File: src/rtl/pipe_reg.sv
// pipe_reg: elastic valid/ready pipeline of STAGES register stages with bubble
// collapsing, programmable data reset value and synchronous flush.
// Optional occupancy counter output cnt_o is built when PIPE_REG_CNT_EN is defined.
module pipe_reg #(
  parameter int                    DATA_WIDTH = 32,
  parameter int                    STAGES     = 2,
  parameter logic [DATA_WIDTH-1:0] RESET_VAL  = '0
) (
  input  logic                  clk_i,
  input  logic                  rst_n_i,
  input  logic                  flush_i,
  input  logic                  valid_i,
  output logic                  ready_o,
  input  logic [DATA_WIDTH-1:0] dat_i,
  output logic                  valid_o,
  input  logic                  ready_i,
  output logic [DATA_WIDTH-1:0] dat_o
`ifdef PIPE_REG_CNT_EN
  ,
  output logic [$clog2(STAGES+1)-1:0] cnt_o
`endif
);

  logic [STAGES-1:0]     vld_q;
  logic [STAGES-1:0]     en;
  logic [STAGES-1:0]     up_vld;
  logic [STAGES-1:0]     load;
  logic [DATA_WIDTH-1:0] dat_q  [STAGES];
  logic [DATA_WIDTH-1:0] up_dat [STAGES];

  // A stage may advance when it is empty or everything downstream of it can
  // advance; written as a running OR from the output side to keep the chain
  // free of combinational self-reference on one vector.
  always_comb begin : enable_chain
    logic acc;
    // NOTE: every always_comb output gets a default first so no latch is inferred.
    acc = ready_i;
    en  = '0;
    for (int k = STAGES - 1; k >= 0; k--) begin
      acc   = acc | ~vld_q[k];
      en[k] = acc;
    end
  end

  always_comb begin : upstream_view
    up_vld[0] = valid_i;
    up_dat[0] = dat_i;
    for (int k = 1; k < STAGES; k++) begin
      up_vld[k] = vld_q[k-1];
      up_dat[k] = dat_q[k-1];
    end
  end

  // Data only loads on a valid upstream beat, and never during flush, so empty
  // stages keep their old payload.
  assign load    = en & up_vld & {STAGES{~flush_i}};
  assign ready_o = en[0] & ~flush_i;
  assign valid_o = vld_q[STAGES-1];
  assign dat_o   = dat_q[STAGES-1];

  always_ff @(posedge clk_i or negedge rst_n_i) begin
    // NOTE: sequential state uses non-blocking assignments so all stages see pre-edge values.
    if (!rst_n_i) begin
      vld_q <= '0;
    end else if (flush_i) begin
      vld_q <= '0;
    end else begin
      vld_q <= (vld_q & ~en) | (up_vld & en);
    end
  end

  // NOTE: the data registers are reset deliberately, since RESET_VAL must appear on dat_o.
  always_ff @(posedge clk_i or negedge rst_n_i) begin
    if (!rst_n_i) begin
      for (int k = 0; k < STAGES; k++) dat_q[k] <= RESET_VAL;
    end else begin
      for (int k = 0; k < STAGES; k++) begin
        if (load[k]) dat_q[k] <= up_dat[k];
      end
    end
  end

`ifdef PIPE_REG_CNT_EN
  localparam int CNT_W = $clog2(STAGES + 1);

  logic             in_hs;
  logic             out_hs;
  logic [CNT_W-1:0] cnt_q;

  assign in_hs  = valid_i & ready_o;
  assign out_hs = valid_o & ready_i;

  always_ff @(posedge clk_i or negedge rst_n_i) begin
    if (!rst_n_i) begin
      cnt_q <= '0;
    end else if (flush_i) begin
      cnt_q <= '0;
    end else if (in_hs && !out_hs) begin
      cnt_q <= cnt_q + CNT_W'(1);
    end else if (out_hs && !in_hs) begin
      cnt_q <= cnt_q - CNT_W'(1);
    end
  end

  assign cnt_o = cnt_q;
`endif

endmodule

File: config.mk
export PLATFORM = sky130hd
export DESIGN_NAME = pipe_reg
export DESIGN_NICKNAME = d
export VERILOG_FILES = /design/src/rtl/pipe_reg.sv
export SDC_FILE = /design/constraint.sdc
export NUM_CORES = 1
export LEC_CHECK = 0
export BUFFER_PORTS_ARGS = -buffer_cell sky130_fd_sc_hd__buf_2
export CORE_ASPECT_RATIO = 1.5
export CORE_MARGIN = 3
export CORE_UTILIZATION = 35
export DETAILED_ROUTE_END_ITERATION = 8
export PLACE_DENSITY = 0.59
export SYNTH_ARGS = -nofsm -noshare
export SYNTH_HDL_FRONTEND = slang
export SYNTH_SLANG_ARGS = --single-unit
export TNS_END_PERCENT = 1
File: constraint.sdc
create_clock -name clk_i -period 2 [get_ports clk_i]
set_clock_uncertainty 0.15 [all_clocks]
set_input_delay 0.4 -clock clk_i [delete_from_list [all_inputs] [get_ports clk_i]]
set_output_delay 0.4 -clock clk_i [all_outputs]
set_load 0.02 [all_outputs]
[Word-level counts from Yosys, hierarchy flattened]
Index checks and enable logic that the tools add are counted.
Word-level totals
  input port bits: 37
  output and inout port bits: 34
  flip-flop bits (word level): 66
Cells by class
  bitwise gates (word level): 11
  muxes and demuxes: 1
Operators by type and width (number)
  2-bit bitwise AND: 3
  1-bit NOT: 3
  2-bit 2-to-1 mux: 1
  2-bit NOT: 1
  1-bit OR: 2
  2-bit OR: 1
  1-bit bitwise AND: 1

[Depth between registers and ports, before layout]
  word-level depth: 7
  gate-level depth with buffers: 5
  depth with buffers taken out: 3

[Worst setup path before layout]
OpenSTA, ideal clock, no wires.
  kind: register to register
  start point: register vld_q[1]
  end point: register dat_q[32] (netlist bit)
  buffers on the path: 2
  cell stages (with the launch flop): 6
  required time: 1725 ps
  setup time: 125 ps
  path slack: 153 ps
  arrival time: 1572 ps
  cell sequence: dfrtp_1 > and3b_1 > or3b_1 > buf_6 > buf_12 > mux2_4
On the way
  cells in the longest elaborated chain, start to end: 5
RTL lines
  start, declared: line 24  | logic [STAGES-1:0] vld_q;
  start signal, assigned: line 68  | vld_q <= (vld_q & ~en) | (up_vld & en);
  1-bit NOT: line 40  | acc = acc | ~vld_q[k];
  1-bit OR (2 in a row): line 40
  2-bit bitwise AND (2 in a row): line 56  | assign load = en & up_vld & {STAGES{~flush_i}};
  end signal, assigned by index: line 78  | if (load[k]) dat_q[k] <= up_dat[k];
  end, declared: line 28  | logic [DATA_WIDTH-1:0] dat_q [STAGES];
Every way passes these cells.
A chain may end at the register's enable or synchronous reset.

[Final worst setup path]
  start point: register vld_q[0]
  end point: register dat_q[33] (netlist bit)
On the way
  cells in the longest elaborated chain, start to end: 4
RTL lines (line)
  1-bit NOT: 40
  1-bit OR: 40
  2-bit bitwise AND (2 in a row): 56
Every way passes these cells.

==> run summary <==
================================================================================
Outcome ........................................................... complete, no violations
Share of cells above drive strength 1 .............................        66.2%
Net switching fraction of the power ...............................        27.4%
TritonCTS buffer count ............................................            9
DR vias ...........................................................         1448
Clock-pin slew on the worst setup and hold paths ..................        50 ps
Cell depth of the worst min-delay path ............................            2
Overall routing resource usage ....................................        11.2%
Initial cell density of the core ..................................        36.7%
Maximum clock insertion buffer count ..............................            2
Capturing element type of the critical path .......................     register
Launching point of the worst reg2reg path .........................     vld_q[0]
Time the final worst path needs with I/O delays and setup .........      1870 ps
First drt pass iteration count ....................................            4
Max Cap Violations ................................................            0
Post-synth ARST share .............................................         100%
Mean instance size in the synthesized netlist .....................    16.0 um^2
Combinational share of power ......................................        22.5%
Register bit total from synthesis .................................           66
Cell types with the highest counts after synthesis ................ 66 x sky130_fd_sc_hd__dfrtp_1, 32 x sky130_fd_sc_hd__buf_4, 31 x sky130_fd_sc_hd__mux2_2
Half-perimeter wire length after placement ........................      3140 um
Critical path class ............................................... register to register
Clock tree from TritonCTS .........................................          yes
Reg2reg setup slack ...............................................       130 ps
Net total in the final layout .....................................          264
Critical Path Max Stage Delay .....................................       490 ps
Proportion of power drawn by the clock network ....................        34.3%
Total number of yosys warnings ....................................            0
Clk root buf ...................................................... sky130_fd_sc_hd__clkbuf_16
Leakage power .....................................................      1.69 nW
Reg2Reg Depth .....................................................            4
Maximum clock frequency ...........................................      534 MHz
Placement Rows ....................................................           39
Area of the core ..................................................    7810 um^2
Worst EP required .................................................      2050 ps
Power density of the placed cells ................................. 1220 nW/um^2
Origin of the worst min-delay path ................................      flush_i
IO Count ..........................................................           71
Area of all placed cells without fillers ..........................    3380 um^2
Most repeated cell in the gate-level netlist after synthesis ...... sky130_fd_sc_hd__dfrtp_1
EDFF count, synth .................................................            0
Mean number of vias per cell ......................................         4.35
Storage element area ..............................................    1650 um^2
Int Power .........................................................      2.98 mW
Via count of the first global-routing pass ........................         1497
Antenna cells .....................................................            0
Share of the synthesized area in the top cell type ................        57.6%
Slew at the pin with the worst max-slew slack .....................       348 ps
Dpl cell area .....................................................    3100 um^2
Die ar. ...........................................................    9330 um^2
Unrepaired setup endpoints after global routing ...................           no
Vertical extent of the die ........................................       117 um
Peak supply drop ..................................................     0.652 mV
Multi-input gate area in the final layout .........................     885 um^2
Netlist cell types ................................................           13
Grt total ovfl ....................................................            0
Hold worst-path end ...............................................     vld_q[0]
Largest area contributor in the netlist ........................... sky130_fd_sc_hd__dfrtp_1
Final worst path period share .....................................        93.5%
Synthesis-to-finish area growth ...................................        17.9%
Filler cell count in the final layout .............................          748
Latest clock arrival within the worst-skew pair ...................       320 ps
Kind of path behind the tightest hold check ....................... primary input to register
Portion of the post-synthesis area used by sequential elements ....        57.6%
CTS H-tree depth ..................................................            3
Critical-path maximum fanout ......................................           23
First-pass GRT wire length ........................................      7560 um
Kind of launch point of the worst setup path ......................     register
Initial detailed-routing violation count ..........................           41
Max-slew headroom .................................................        76.8%
Arrival time worst endpoint .......................................      1920 ps
R2R Path End ......................................................    dat_q[33]
Post-Syn Instances ................................................          179
Global placer's final weighted congestion .........................        0.707
Net count of the mapped netlist ...................................          216
Drt total wl ......................................................      4740 um
Number of antenna violations at the first check in global routing .            0
Final hold violation count ........................................            0
Average detailed-routed wire length per instance ..................      14.2 um
Sink count of the clock tree ......................................           66
Critical path cell sequence ....................................... and3b_1 -> or3b_2 -> buf_12 -> mux2_4
Mapped cell area ..................................................    2870 um^2
Master of the slowest instance on the critical path ............... sky130_fd_sc_hd__or3b_2
Net switching power ...............................................      1.12 mW
DRT antenna net count .............................................            0
Setup TNS .........................................................         0 ps
Residual DRC count ................................................            0
Pins Over Slew Limit ..............................................            0
Sequential group share of total power .............................        43.2%
Cell types with the largest area share after synthesis ............ sky130_fd_sc_hd__dfrtp_1 58%, sky130_fd_sc_hd__mux2_4 16%, sky130_fd_sc_hd__mux2_2 12%
Largest net degree at the start of global routing .................           67
Port bufs .........................................................           70
Main synth FF type ................................................ sky130_fd_sc_hd__dfrtp_1
Number of endpoints failing setup at the final stage ..............            0
Die Span X ........................................................      79.9 um
================================================================================
worst max path at each step:
stage / from / slack (ps) / end / cells after the start
2_1_floorplan: vld_q[1] / 150 / dat_q[32] / 5
3_3_place_gp: ready_i / 60 / dat_q[50] / 5
3_5_place_dp: ready_i / 40 / dat_q[33] / 5
4_1_cts: vld_q[0] / 130 / dat_q[33] / 4
5_1_grt: vld_q[0] / 90 / dat_q[41] / 4
6_report: vld_q[0] / 130 / dat_q[33] / 4
cell usage in the layout, fill, tap and decap left out, types with 2 or more instances in the layout:
cell type,n
sky130_fd_sc_hd__buf_12,3
sky130_fd_sc_hd__buf_2,70
sky130_fd_sc_hd__buf_4,3
sky130_fd_sc_hd__clkbuf_16,9
sky130_fd_sc_hd__clkbuf_8,2
sky130_fd_sc_hd__clkinv_2,3
sky130_fd_sc_hd__dfrtp_1,66
sky130_fd_sc_hd__mux2_1,3
sky130_fd_sc_hd__mux2_2,31
sky130_fd_sc_hd__mux2_4,30
sky130_fd_sc_hd__nor2_1,5
sky130_fd_sc_hd__or3b_2,2
critical path: cells and delay by family (launching register included):
family | cells | cell delay, ps
AND/OR/NAND/NOR | 2 | 680
flip-flops | 1 | 370
multiplexers | 1 | 320
buffers and inverters | 1 | 200
flip-flops by register name (all words and copies together) (netlist names):
register  count
dat_o        32
dat_q        32
vld_q         2
kinds of logic (layout without fill, tap and decap cells):
| kind of cell | after synthesis | count (layout) | synth area share (%) |
|---|---|---|---|
| multiplexers | 64 | 64 | 29.1 |
| flip-flops | 66 | 66 | 57.6 |
| buffers and inverters | 40 | 92 | 11.5 |
| AND/OR/NAND/NOR | 9 | 9 | 1.79 |
through the flow:
stage	cells	total power [mW]	hold slack, ps	worst slack (ps)	utilization, %
floorplan	179	2.68	-45.6	153	-
global placement	317	2.71	296	59.8	39.7
detailed placement	317	2.74	296	36.4	39.7
CTS	333	4.18	115	132	43.3
global route	333	4.33	144	87.9	43.3
finish	333	4.10	131	129	43.3
final cells by class:
type | instances | share of cell area, %
multi-input combinational | 73 | 26.2
clock buffer | 12 | 7.59
sequential | 66 | 48.9
tap | 102 | 3.78
timing repair buffer | 77 | 13.1
clock inverter | 3 | 0.444
per-layer routing:
layer | routed length (um) | global-route usage (%) | share of wire (%)
met4 | 91 | 7.78 | 1.9
met2 | 2290 | 16.5 | 48
met1 | 2030 | 13.2 | 43
met5 | 0 | 0 | 0
met3 | 324 | 4.44 | 6.8
power by group through the flow:
| stage | Sequential [mW] | Combinational [mW] | Clock, mW |
|---|---|---|---|
| 3_5_place_dp | 1.80 | 0.940 | 0 |
| 6_report | 1.77 | 0.923 | 1.41 |
| 4_1_cts | 1.78 | 0.942 | 1.46 |
| 3_3_place_gp | 1.79 | 0.921 | 0 |
| 2_1_floorplan | 1.76 | 0.919 | 0 |
| 5_1_grt | 1.82 | 0.992 | 1.52 |
repair_timing:
item                                   in CTS  in global routing
hold buffers                                1                  0
endpoints found under the hold margin      66                  0
buffers inserted                            0                  0
resized for setup                           0                  0
No activity file was read; power rests on OpenSTA's default activity.
